===== config.mk =====
export PLATFORM = sky130hd
export DESIGN_NAME = ps2_host_tx
export DESIGN_NICKNAME = d
export VERILOG_FILES = /design/src/rtl/ps2_host_tx.sv
export SDC_FILE = /design/constraint.sdc
export NUM_CORES = 1
export LEC_CHECK = 0
export BUFFER_PORTS_ARGS = -buffer_cell sky130_fd_sc_hd__buf_4
export CAP_MARGIN = 20
export CELL_PAD_IN_SITES_DETAIL_PLACEMENT = 1
export CELL_PAD_IN_SITES_GLOBAL_PLACEMENT = 1
export CORE_MARGIN = 4
export CORE_UTILIZATION = 48
export DETAILED_ROUTE_END_ITERATION = 8
export GPL_TIMING_DRIVEN = 0
export MAX_ROUTING_LAYER = met4
export PLACE_DENSITY_LB_ADDON = 0.1
export SLEW_MARGIN = 25
export SYNTH_ARGS = -nofsm -noshare
export SYNTH_HDL_FRONTEND = slang
export SYNTH_SLANG_ARGS = --single-unit

===== constraint.sdc =====
create_clock -name clk -period 3.2 [get_ports clk]
set_input_delay 0.32 -clock clk [delete_from_list [all_inputs] [get_ports clk]]
set_output_delay 0.32 -clock clk [all_outputs]
set_load 0.02 [all_outputs]

===== src/rtl/ps2_host_tx.sv =====
// PS/2 host-to-device transmitter: inhibits the clock, requests to send, then shifts one byte plus odd parity out on device clocks.
// Optional device-clock watchdog is compiled in with `define PS2_TX_TIMEOUT_EN.
//
// state     | meaning
// ----------+------------------------------------------------------------
// IDLE      | lines released, waiting for tx_start
// INHIBIT   | clock held low for INHIBIT_CYCLES
// REQ       | start bit driven, clock released, waiting for first device edge
// SEND      | shifting data/parity/stop on device falling edges, ACK on the 11th
// WAIT_IDLE | lines released, waiting for clock and data both high
module ps2_host_tx #(
   parameter int CLK_HZ         = 100_000_000,
   parameter int INHIBIT_US     = 100,
   parameter int TIMEOUT_CYCLES = 200_000
) (
   input  logic       clk,
   input  logic       rst,
   input  logic       tx_start,
   input  logic [7:0] tx_data,
   input  logic       ps2_clk_in,
   input  logic       ps2_data_in,
   output logic       ps2_clk_oe,
   output logic       ps2_data_oe,
   output logic       tx_busy,
   output logic       tx_done,
   output logic       tx_err
);

   localparam int INHIBIT_CYCLES = CLK_HZ / 1_000_000 * INHIBIT_US;
   localparam int INH_W = (INHIBIT_CYCLES > 1) ? $clog2(INHIBIT_CYCLES) : 1;
   localparam logic [INH_W-1:0] INH_LOAD = INH_W'(INHIBIT_CYCLES - 1);

   localparam logic [2:0] S_IDLE      = 3'd0;
   localparam logic [2:0] S_INHIBIT   = 3'd1;
   localparam logic [2:0] S_REQ       = 3'd2;
   localparam logic [2:0] S_SEND      = 3'd3;
   localparam logic [2:0] S_WAIT_IDLE = 3'd4;

   logic [2:0]       state;
   logic [INH_W-1:0] inh_cnt;
   logic [3:0]       bit_cnt;
   logic [8:0]       shreg;
   logic [1:0]       clk_sync;
   logic [1:0]       data_sync;
   logic             clk_prev;
   logic             clk_s;
   logic             data_s;
   logic             fe;
   logic             wd_fire;

   assign clk_s  = clk_sync[1];
   assign data_s = data_sync[1];
   assign fe     = clk_prev & ~clk_s;

   // Synchronisers reset to the idle-high bus level so no edge is seen on release of rst.
   always_ff @(posedge clk) begin
      if (rst) begin
         clk_sync  <= 2'b11;
         data_sync <= 2'b11;
         clk_prev  <= 1'b1;
      end else begin
         clk_sync  <= {clk_sync[0], ps2_clk_in};
         data_sync <= {data_sync[0], ps2_data_in};
         clk_prev  <= clk_s;
      end
   end

`ifdef PS2_TX_TIMEOUT_EN
   localparam int WD_W = $clog2(TIMEOUT_CYCLES + 1);
   logic [WD_W-1:0] wd_cnt;
   logic            wd_active;

   assign wd_active = (state == S_REQ) || (state == S_SEND) ||
                      ((state == S_WAIT_IDLE) && !(clk_s && data_s));

   // Reloaded during INHIBIT so the count starts fresh on entry to REQ.
   always_ff @(posedge clk) begin
      if (rst)
         wd_cnt <= '0;
      else if ((state == S_INHIBIT) || fe)
         wd_cnt <= WD_W'(TIMEOUT_CYCLES - 1);
      else if (wd_active && (wd_cnt != '0))
         wd_cnt <= wd_cnt - 1'b1;
   end

   assign wd_fire = wd_active && !fe && (wd_cnt == WD_W'(1));
`else
   assign wd_fire = 1'b0;
`endif

   always_ff @(posedge clk) begin
      if (rst) begin
         state       <= S_IDLE;
         inh_cnt     <= '0;
         bit_cnt     <= '0;
         shreg       <= '0;
         ps2_clk_oe  <= 1'b0;
         ps2_data_oe <= 1'b0;
         tx_busy     <= 1'b0;
         tx_done     <= 1'b0;
         tx_err      <= 1'b0;
      end else begin
         tx_done <= 1'b0;
         if (wd_fire) begin
            state       <= S_IDLE;
            ps2_clk_oe  <= 1'b0;
            ps2_data_oe <= 1'b0;
            tx_busy     <= 1'b0;
            tx_done     <= 1'b1;
            tx_err      <= 1'b1;
         end else begin
            case (state)
               S_IDLE: begin
                  if (tx_start) begin
                     shreg      <= {~^tx_data, tx_data};
                     tx_busy    <= 1'b1;
                     tx_err     <= 1'b0;
                     ps2_clk_oe <= 1'b1;
                     inh_cnt    <= INH_LOAD;
                     state      <= S_INHIBIT;
                  end
               end
               S_INHIBIT: begin
                  if (inh_cnt == '0) begin
                     ps2_clk_oe  <= 1'b0;
                     ps2_data_oe <= 1'b1;
                     bit_cnt     <= '0;
                     state       <= S_REQ;
                  end else begin
                     inh_cnt <= inh_cnt - 1'b1;
                  end
               end
               S_REQ, S_SEND: begin
                  if (fe) begin
                     bit_cnt <= bit_cnt + 4'd1;
                     state   <= S_SEND;
                     // Edges 1..9 shift out data LSB first then parity; 10 releases for stop; 11 reads ACK.
                     if (bit_cnt < 4'd9) begin
                        ps2_data_oe <= ~shreg[0];
                        shreg       <= {1'b0, shreg[8:1]};
                     end else if (bit_cnt == 4'd9) begin
                        ps2_data_oe <= 1'b0;
                     end else begin
                        tx_err <= data_s;
                        state  <= S_WAIT_IDLE;
                     end
                  end
               end
               S_WAIT_IDLE: begin
                  ps2_clk_oe  <= 1'b0;
                  ps2_data_oe <= 1'b0;
                  if (clk_s && data_s) begin
                     state   <= S_IDLE;
                     tx_busy <= 1'b0;
                     tx_done <= 1'b1;
                  end
               end
               default: begin
                  state       <= S_IDLE;
                  ps2_clk_oe  <= 1'b0;
                  ps2_data_oe <= 1'b0;
                  tx_busy     <= 1'b0;
               end
            endcase
         end
      end
   end

endmodule

**Yosys cells after proc, flatten, opt, wreduce, memory -nomap -nowiden**

Index checks and enable logic that the tools add are counted.

- Bitwise gates (word level): 7
- Multiplexer cells: 33
- Equality and inequality tests: 14
- $lt $le $gt $ge: 1
- Reductions and logical operators: 18
- Add/sub/neg operators: 2

Operator list:

| operator | count |
|---|---|
| $mux 14 | 2 |
| $pmux 14 s2 | 1 |
| $mux 9 | 3 |
| $mux 3 | 6 |
| $pmux 9 s2 | 1 |
| $ne 2x2->1 const B | 8 |
| $logic_not 14->1 | 1 |
| $sub 14x1->14 const B | 1 |
| $mux 1 | 12 |
| $pmux 3 s4 | 1 |
| $reduce_and 3->1 | 4 |
| $reduce_and 4->1 | 3 |
| $pmux 1 s3 | 3 |
| $mux 4 | 2 |
| $pmux 4 s2 | 1 |
| $reduce_xnor 8->1 | 1 |
| $eq 3x2->1 const B | 2 |
| $not 1->1 | 6 |
| $reduce_bool 2->1 | 3 |
| $reduce_and 5->1 | 1 |
| $add 4x1->4 const B | 1 |
| $eq 4x4->1 const B | 1 |
| $lt 4x4->1 const B | 1 |
| $reduce_or 2->1 | 2 |
| other kinds (8) | 8 |

- Register bits after elaboration: 40
- Input bits: 13
- Word-level logic and storage cells: 87

**Logic depth before layout (Yosys ltp)**

Gate-level depths: netlist of run 1.

- Depth in word-level cells: 5
- Mapped depth: 9

**Worst setup path before layout of run 1**

No wires, ideal clock.

- Path type: register to register
- Start: register inh_cnt[0]
- End: register bit_cnt[3]
- Arrival time: 1.897 ns
- Stages on the path, launching flop included: 8
- Setup time: 0.070 ns
- Buffers on the path: 0
- Slack: 1.233 ns
- Path through: dfxtp_1 -> inv_1 -> ha_1 -> nor4b_4 -> nand4b_4 -> a21o_1 -> or4_1 -> a21oi_1

- Longest elaborated chain between the ends: 3

Ends and longest elaborated chain:

| element | line | text |
|---|---|---|
| from (decl) | 40 | `logic [INH_W-1:0] inh_cnt;` |
| from (signal assigned) | 130 | `inh_cnt <= inh_cnt - 1'b1;` |
| $logic_not 14->1 | 124 | `if (inh_cnt == '0) begin` |
| $ne 2x2->1 (no source line) | -- |  |
| $reduce_and 3->1 (no source line) | -- |  |
| to (signal assigned) | 135 | `bit_cnt <= bit_cnt + 4'd1;` |
| to (decl) | 41 | `logic [3:0] bit_cnt;` |

Every way passes these cells.
A chain may end at the register's enable or synchronous reset.

**Worst setup path after layout of run 1**

Ends and elaborated chain as after synthesis.

==> flow_summary.yaml, run 1 <==
sta:
  fin_crit_ps: 2310
  finClkSkew_ps: 4.61
  rsz0062_at_grt: "no"
  setup_viol: 0
  maxSlewViolCount: 0
  hold_viol_final: 0
  max_freq_ghz: 0.433
  worst_pin_slew_ps: 852
  slew_headroom_pct: 42.8
  min_period_over_period_pct: 72.1
  hold_slack_ps: 201
  layout_setup_ws_ps: 893
  finalSetupTns_ps: 0
finish:
  stdcell_area_sq_mm: 0.00231
  fill_cells: 503
  drive_above_1_share_pct: 19.0
  fin_nets: 269
  antennaDiodeCount: 0
  area_delta_synth_final_pct: 14.2
status:
  outcome: "complete, no violations"
global_routing:
  antenna_found_initial: 0
  use_met3_pct: 4.27
  track_usage_pct: 20.5
  grt_max_degree: 14
  met1_usage_pct: 26.5
  grt-busiest-layer: "met2"
  grt_pass1_vias: 1796
  grt_remaining_overflow: 0
  grt_pass1_wl_um: 8290
  met2_usage_pct: 32.4
setup_path:
  arrival_ps: 2540
  cp-start-kind: "register"
  cp_top_family: "simple AND/OR/NAND/NOR gates"
  path_buf_inv: 1
  slowest_stage: "or4_1"
  r2r_slack_ps: 890
  worst_setup_path_end_kind: "register"
  cp_slowest_stage_delay_ps: 510
  cp_data_required_time_ps: 3430
  path_cells: "inv_1 -> ha_1 -> nor4b_4 -> nand4b_4 -> a21o_1 -> or4_1 -> a21oi_1"
  critPathKind: "reg2reg"
  worstPathMaxFanout: 9
clock_tree:
  cts.path.max_buffers: 2
  htree_levels: 2
  cts_root_buffer: "clkbuf_8"
  clk_transition_reported_paths_ps: 80
  cts_inserted_buffers: 5
  cts_tree: "built"
  cts_resized: 0
  ctsHoldBuffers: 0
  cts_setup_buffers: 0
  worstSkewPairLatency_ps: 300
  cts.sinks: 40
power_and_ir_drop:
  powerDensity_mw_per_mm2: 807
  ir_worst_vdd_uv: 316
  p_clk_share_pct: 19.8
  combPwrFrac_pct: 42.1
  power_switching_mw: 0.758
  p_sw_share_pct: 40.6
  seqPwrFrac_pct: 38.1
  internal-power_mw: 1.11
  power.leakage_nw: 0.870
placement:
  io_buffers: 17
  dp_hpwl_um: 3520
  placed_area_sq_mm: 0.00221
  dp_worst_setup_slack_ps: 911
  gp_congestion: 0.820
logic_synthesis:
  yosysTopAreaCell: "dfxtp_1"
  synthSimpleGateAreaFrac_pct: 30.4
  yosys-top-cells-count: "dfxtp_1 (40), nand2_1 (26), nor2_1 (25)"
  synth_enable_flop_cells: 0
  synth_fp_nets: 245
  ys_seq_elements: 40
  async_reset_ff_share_pct: 0
  ys_seq_area_share_pct: 39.6
  synthMuxAreaShare_pct: 0.495
  synth_adder_area_share_pct: 2.47
  synth_compound_area_share_pct: 16.7
  synth_area_sq_mm: 0.00202
  synth_top_family_by_area: "simple AND/OR/NAND/NOR gates"
  synth.top_cell.area_share_pct: 39.6
  synth_cell_type_count: 43
  syn_area_per_cell_sq_um: 8.87
  synth_flop_cell: "dfxtp_1"
  yosysWarnings: 0
  post-synth-top-count-cell: "dfxtp_1"
  synth_top_cells_by_area: "dfxtp_1 (40%), nand2_1 (4.8%), nor2_1 (4.6%)"
  synth_xor_area_share_pct: 6.93
  syn_inst: 228
floorplanning:
  die_x_um: 72.9
  start_util_pct: 50.2
  ios: 18
  fp-row-count: 23
  die_area_sq_mm: 0.00532
  core_sq_mm: 0.00403
  die_h_um: 72.9
route:
  wl_per_cell_um: 16.2
  postRouteAntennaNets: 0
  drtPass1Iterations: 4
  vias: 1739
  drt_first_iter_violations: 121
  drc: 0
  wl_um: 4920
  vias_per_cell: 5.74
flow_run:
  maxCapViolations: 0
hold_path:
  hold_class: "in2reg"
==> power groups by stage <==
stage / Sequential (mW) / Combinational, mW / Clock [mW]
finish: 0.711 / 0.785 / 0.369
global route: 0.727 / 0.873 / 0.397
CTS: 0.710 / 0.787 / 0.377
detailed placement: 0.721 / 0.780 / 0
global placement: 0.716 / 0.755 / 0
floorplan: 0.716 / 0.588 / 0
==> area by class of cell <==
cell class | count | area, sq um | share of cell area [%]
Tap cell | 50 | 62.6 | 2.71
Multi-Input combinational cell | 171 | 1150 | 49.9
Sequential cell | 40 | 801 | 34.7
Timing Repair Buffer | 17 | 128 | 5.52
Clock inverter | 2 | 15.0 | 0.650
Inverter | 6 | 22.5 | 0.975
Buffer | 11 | 47.5 | 2.06
Clock buffer | 6 | 82.6 | 3.57
==> through the flow <==
| stage | power, mW | std cells | utilization [%] |
|---|---|---|---|
| 3_5_place_dp | 1.50 | 295 | 54.9 |
| 5_1_grt | 2.00 | 303 | 57.4 |
| 3_3_place_gp | 1.47 | 295 | 54.9 |
| 2_1_floorplan | 1.30 | 228 | - |
| 6_report | 1.86 | 303 | 57.4 |
| 4_1_cts | 1.87 | 303 | 57.4 |
==> routing by layer <==
metal | share of wire (%) | up-vias
met2 | 47 | 28
met4 | 1.4 | 0
li1 | - | 868
met3 | 2.7 | 8
met1 | 49 | 835
met5 | 0 | -
==> cells in the final DEF, fill, tap and decap left out, types with 2 or more instances in the layout <==
cell / netlist / routed
nand2_1: 26 / 26
nor4_1: 4 / 4
buf_4: 0 / 17
a31oi_1: 5 / 5
nand3b_1: 2 / 2
xor2_1: 8 / 8
a21oi_1: 11 / 11
clkbuf_1: 6 / 6
a211oi_1: 8 / 8
buf_2: 5 / 5
inv_1: 6 / 6
nand2b_1: 6 / 6
o31ai_1: 2 / 2
a31o_2: 2 / 2
a311oi_1: 9 / 9
o21ai_0: 3 / 3
nor2_1: 25 / 25
ha_1: 4 / 4
nor2b_1: 2 / 2
dfxtp_1: 40 / 40
nand4_1: 2 / 2
clkbuf_8: 0 / 6
or4_1: 2 / 2
xnor2_1: 8 / 8
nand4b_1: 3 / 3
nor4_4: 4 / 4
or2_2: 6 / 6
nor3_1: 7 / 7
clkinvlp_4: 0 / 2
nand3_1: 6 / 6
==> sequential cells by signal, indices dropped and copies added (netlist names) <==
signal	cells
bit_cnt	4
clk_prev	1
clk_sync	2
data_sync	2
inh_cnt	14
ps2_clk_oe	1
ps2_data_oe	1
shreg	9
state	3
tx_busy	1
tx_done	1
tx_err	1
==> cells by family (layout without fill, tap and decap cells) <==
kind of cell               Yosys count  in the layout
DFF                                 40             40
buffers and inverters               17             42
AOI/OAI and AO/OA                   48             48
xor gates and xnor gates            16             16
muxes                                1              1
and+or+nand+nor                    102            102
adders and majority gates            4              4
==> worst paths after layout <==
path / start / to / cells past startpoint
worst max register to register: inh_cnt[0] / bit_cnt[3] / 7
worst min-delay path: ps2_clk_in / clk_sync[0] / 2
worst min register to register: data_sync[0] / data_sync[1] / 1
worst max-delay path: inh_cnt[0] / bit_cnt[3] / 7
Note: power is estimated with default switching activity, not from simulation.
==> run 2: changes to the inputs <==
Settings changed: CORE_UTILIZATION 48 to 45.
Clock period 3.2 ns to 2.3 ns, I/O delays scaled along.
==> flow_summary.yaml, run 2 (synthesized netlist as in run 1, its figures left out) <==
status:
  outcome: "complete, no violations"
finish:
  fin_nets: 269
  final_common_cell: "dfxtp_1"
  area_delta_synth_final_pct: 16.1
  stdcell_count: 305
  largest_reg_flops: 14
  final_cell_mix: "dfxtp_1 (40), nand2_1 (26), nor2_1 (25), buf_4 (17), a21oi_1 (11)"
  reg_top3: "inh_cnt: 14 flops, shreg: 9 flops, bit_cnt: 4 flops"
  post-route-util_pct: 54.0
  stdcell_area_sq_mm: 0.00235
  top_register: "inh_cnt"
  drive_above_1_share_pct: 19.8
  antennaDiodeCount: 0
hold_path:
  hold_class: "in2reg"
  worstHoldStart: "ps2_data_in"
flow_run:
  maxCapViolations: 0
setup_path:
  arrival_ps: 2400
  slowest_stage: "or4_1"
  path_cells: "inv_1 -> ha_2 -> nor4b_4 -> nand4b_4 -> a21o_1 -> or4_1 -> a21oi_1"
  critPathKind: "reg2reg"
  worst_setup_path_end_kind: "register"
  regToRegStartpoint: "inh_cnt[0]"
  cp_slowest_stage_delay_ps: 510
  cp-startpoint: "inh_cnt[0]"
  cp-start-kind: "register"
  cp_top_family: "simple AND/OR/NAND/NOR gates"
  path_buf_inv: 1
  worstPathMaxFanout: 9
  cp_data_required_time_ps: 2530
sta:
  max_freq_ghz: 0.459
  fin_crit_ps: 2180
  layout_setup_ws_ps: 123
  finClkSkew_ps: 2.37
  hold_viol_final: 0
  rsz0062_at_grt: "no"
  slew_headroom_pct: 61.7
  maxSlewViolCount: 0
  setup_viol: 0
  hold_slack_ps: 116
  min_period_over_period_pct: 94.6
  finalSetupTns_ps: 0
  worst_pin_slew_ps: 575
floorplanning:
  start_util_pct: 46.5
  die_h_um: 75.1
  fp-row-count: 24
  die_area_sq_mm: 0.00563
  ios: 18
  core_sq_mm: 0.00435
  die_x_um: 75.1
clock_tree:
  cts_inserted_buffers: 5
  clk_transition_reported_paths_ps: 80
  htree_levels: 2
  cts.sinks: 40
  cts.path.max_buffers: 2
  worstSkewPairLatency_ps: 290
  cts_root_buffer: "clkbuf_8"
  cts_tree: "built"
power_and_ir_drop:
  combPwrFrac_pct: 40.2
  finalPower_mw: 2.72
  ir_worst_vdd_uv: 519
  power.leakage_nw: 0.892
  internal-power_mw: 1.68
  seqPwrFrac_pct: 36.4
  powerDensity_mw_per_mm2: 1160
  p_clk_share_pct: 23.4
  power_switching_mw: 1.04
  p_sw_share_pct: 38.2
placement:
  dp_hpwl_um: 3660
  dp_worst_setup_slack_ps: 64.7
  io_buffers: 17
  placed_area_sq_mm: 0.00222
  gp_congestion: 0.864
  dp.cells: 297
global_routing:
  grt_pass1_vias: 1741
  grt_max_degree: 13
  track_usage_pct: 20.2
  grt_remaining_overflow: 0
  grt_pass1_wl_um: 8450
  antenna_found_initial: 0
route:
  drtPass1Iterations: 4
  vias_per_cell: 5.76
  drt_first_iter_violations: 96
  wl_um: 5040
  wl_per_cell_um: 16.5
  vias: 1756
  drc: 0
  postRouteAntennaNets: 0
## run 2: changes by cell type in the layout (fill, tap and decap cells not counted), sizes merged
cell	before	now
bufinv	0	1
clkbuf	12	13
clkinvlp	2	0
## run 2: power by group through the flow
stage	Clock (mW)	Sequential, mW	Combinational [mW]
2_1_floorplan	0	0.996	0.818
6_report	0.637	0.992	1.09
5_1_grt	0.677	1.01	1.23
3_3_place_gp	0	0.996	1.05
3_5_place_dp	0	1.00	1.08
4_1_cts	0.651	0.991	1.09
## run 2: cell type report
class                   instances  area [sq um]
repair buffers                 17           128
plain buffers                  11          47.5
well taps                      52          65.1
fillers                       522          2000
clock inverters                 1          30.0
clock buffers                   7          96.3
flip-flops and latches         40           801
inverters                       6          22.5
multi-input cells             171          1160
## run 2: what timing repair did
action / 4_1_cts / 5_1_grt
buffers inserted: 0 / 0
setup endpoints to repair: 0 / 2
gates resized for setup: 0 / 2
hold buffers: 0 / 0
## run 2: layer usage
metal	vias up	global-route usage (%)	share of wire, %	routed length, um
met5	-	-	0	0
met4	0	7.11	1.3	64
met3	6	3.20	2.6	132
met2	19	32.2	48	2440
met1	857	25.9	48	2400
li1	874	-	-	-
## run 2: worst paths after layout
check | cells after the start | end | slack (ps)
setup / recovery | 7 | bit_cnt[3] | 120
hold / removal | 2 | data_sync[0] | 120
setup reg to reg | 7 | bit_cnt[3] | 120
hold reg to reg | 1 | clk_sync[1] | 420
==> run 3: changes to the inputs <==
Settings changed: MAX_ROUTING_LAYER met4 to default.
==> flow_summary.yaml, run 3 (synthesized netlist as in run 1, its figures left out) <==
hold_path:
  hold_class: "in2reg"
power_and_ir_drop:
  seqPwrFrac_pct: 36.3
  power.leakage_nw: 0.892
  ir_worst_vdd_uv: 519
  p_sw_share_pct: 38.3
  power_switching_mw: 1.05
  p_clk_share_pct: 23.6
  powerDensity_mw_per_mm2: 1160
  internal-power_mw: 1.68
  combPwrFrac_pct: 40.0
  finalPower_mw: 2.73
route:
  drt_first_iter_violations: 87
  vias: 1755
  vias_per_cell: 5.75
  drtPass1Iterations: 4
  postRouteAntennaNets: 0
  wl_per_cell_um: 16.6
  wl_um: 5060
  drc: 0
floorplanning:
  core_sq_mm: 0.00435
  start_util_pct: 46.5
  fp-row-count: 24
  die_h_um: 75.1
  die_area_sq_mm: 0.00563
  die_x_um: 75.1
  ios: 18
finish:
  antennaDiodeCount: 0
  fin_nets: 269
  final_common_cell: "dfxtp_1"
  reg_top3: "inh_cnt: 14 flops, shreg: 9 flops, bit_cnt: 4 flops"
  area_delta_synth_final_pct: 16.1
  final_cell_mix: "dfxtp_1 (40), nand2_1 (26), nor2_1 (25), buf_4 (17), a21oi_1 (11)"
  top_register: "inh_cnt"
  stdcell_area_sq_mm: 0.00235
  largest_reg_flops: 14
  stdcell_count: 305
  drive_above_1_share_pct: 19.8
sta:
  setup_viol: 0
  slew_headroom_pct: 62.2
  fin_crit_ps: 2180
  max_freq_ghz: 0.458
  min_period_over_period_pct: 94.9
  finalSetupTns_ps: 0
  hold_viol_final: 0
  finClkSkew_ps: 7.08
  rsz0062_at_grt: "no"
  maxSlewViolCount: 0
  worst_pin_slew_ps: 567
clock_tree:
  htree_levels: 2
  cts_setup_buffers: 0
  clk_transition_reported_paths_ps: 90
  cts_tree: "built"
  ctsHoldBuffers: 0
  cts.path.max_buffers: 2
  cts_inserted_buffers: 5
  cts.sinks: 40
  worstSkewPairLatency_ps: 300
  cts_root_buffer: "clkbuf_8"
setup_path:
  cp_slowest_stage_delay_ps: 500
  path_cells: "inv_1 -> ha_2 -> nor4b_4 -> nand4b_4 -> a21o_1 -> or4_1 -> a21oi_1"
  critPathKind: "reg2reg"
  worst_setup_path_end_kind: "register"
  cp-start-kind: "register"
  worstPathMaxFanout: 9
  cp_data_required_time_ps: 2530
  slowest_stage: "or4_1"
  arrival_ps: 2410
global_routing:
  grt_pass1_vias: 1743
  grt_max_degree: 13
  track_usage_pct: 19.6
  antenna_found_initial: 0
  grt_pass1_wl_um: 8450
  grt_remaining_overflow: 0
placement:
  dp_hpwl_um: 3660
  gp_congestion: 0.850
  dp.cells: 297
  io_buffers: 17
  placed_area_sq_mm: 0.00222
status:
  outcome: "complete, no violations"
flow_run:
  maxCapViolations: 0
-- run 3: cell counts in the layout (fill, tap and decap cells not counted) --
Identical to the previous run, type by type.
-- run 3: stage by stage --
step                      hold WS (ps)  setup slack (ps)  utilization, %
after global placement             393               120            50.9
after detailed placement           398              64.7            50.9
final                              115               117            54.0
after floorplan                    334               333               -
after global routing               105              2.37            54.0
after CTS                          111              38.9            53.8
-- run 3: final cells by class --
type | count | area (sq um)
fillers | 522 | 2000
multi-input cells | 171 | 1160
flip-flops and latches | 40 | 801
repair buffers | 17 | 128
clock buffers | 7 | 96.3
well taps | 52 | 65.1
plain buffers | 11 | 47.5
clock inverters | 1 | 30.0
inverters | 6 | 22.5
-- run 3: routing by layer --
metal / GRT usage (%) / share of wire [%] / up-vias
met3: 3.34 / 2.9 / 6
met5: 0 / 0 / -
met2: 32.2 / 48 / 26
met4: 7.11 / 1.2 / 0
li1: - / - / 872
met1: 25.9 / 48 / 851
-- run 3: path summary, 6_finish.rpt --
kind | end | startpoint | cells after the start | slack (ps)
worst max-delay path | bit_cnt[3] | inh_cnt[0] | 7 | 120
worst min-delay path | data_sync[0] | ps2_data_in | 2 | 120
worst min register to register | clk_sync[1] | clk_sync[0] | 1 | 410
worst max register to register | bit_cnt[3] | inh_cnt[0] | 7 | 120
-- run 3: worst max-delay path: cells and delay by family, from the launching register on --
family                   cells  cell delay [ps]
AO/OA/AOI/OAI                2              410
AND/OR/NAND/NOR              3             1020
adder cells (fa/ha/maj)      1              250
flip-flops                   1              350
buffers and inverters        1               80
-- run 3: repair_timing --
| action | CTS | global route |
|---|---|---|
| setup endpoints to repair | 0 | 2 |
| resized for setup | 0 | 2 |
| endpoints found under the hold margin | 0 | 0 |
-- run 3: power by group through the flow --
stage / sequential [mW] / combinational [mW] / clock [mW]
2_1_floorplan: 0.996 / 0.818 / 0
3_3_place_gp: 0.996 / 1.05 / 0
3_5_place_dp: 1.00 / 1.08 / 0
4_1_cts: 0.991 / 1.09 / 0.651
5_1_grt: 1.01 / 1.23 / 0.677
6_report: 0.992 / 1.09 / 0.645
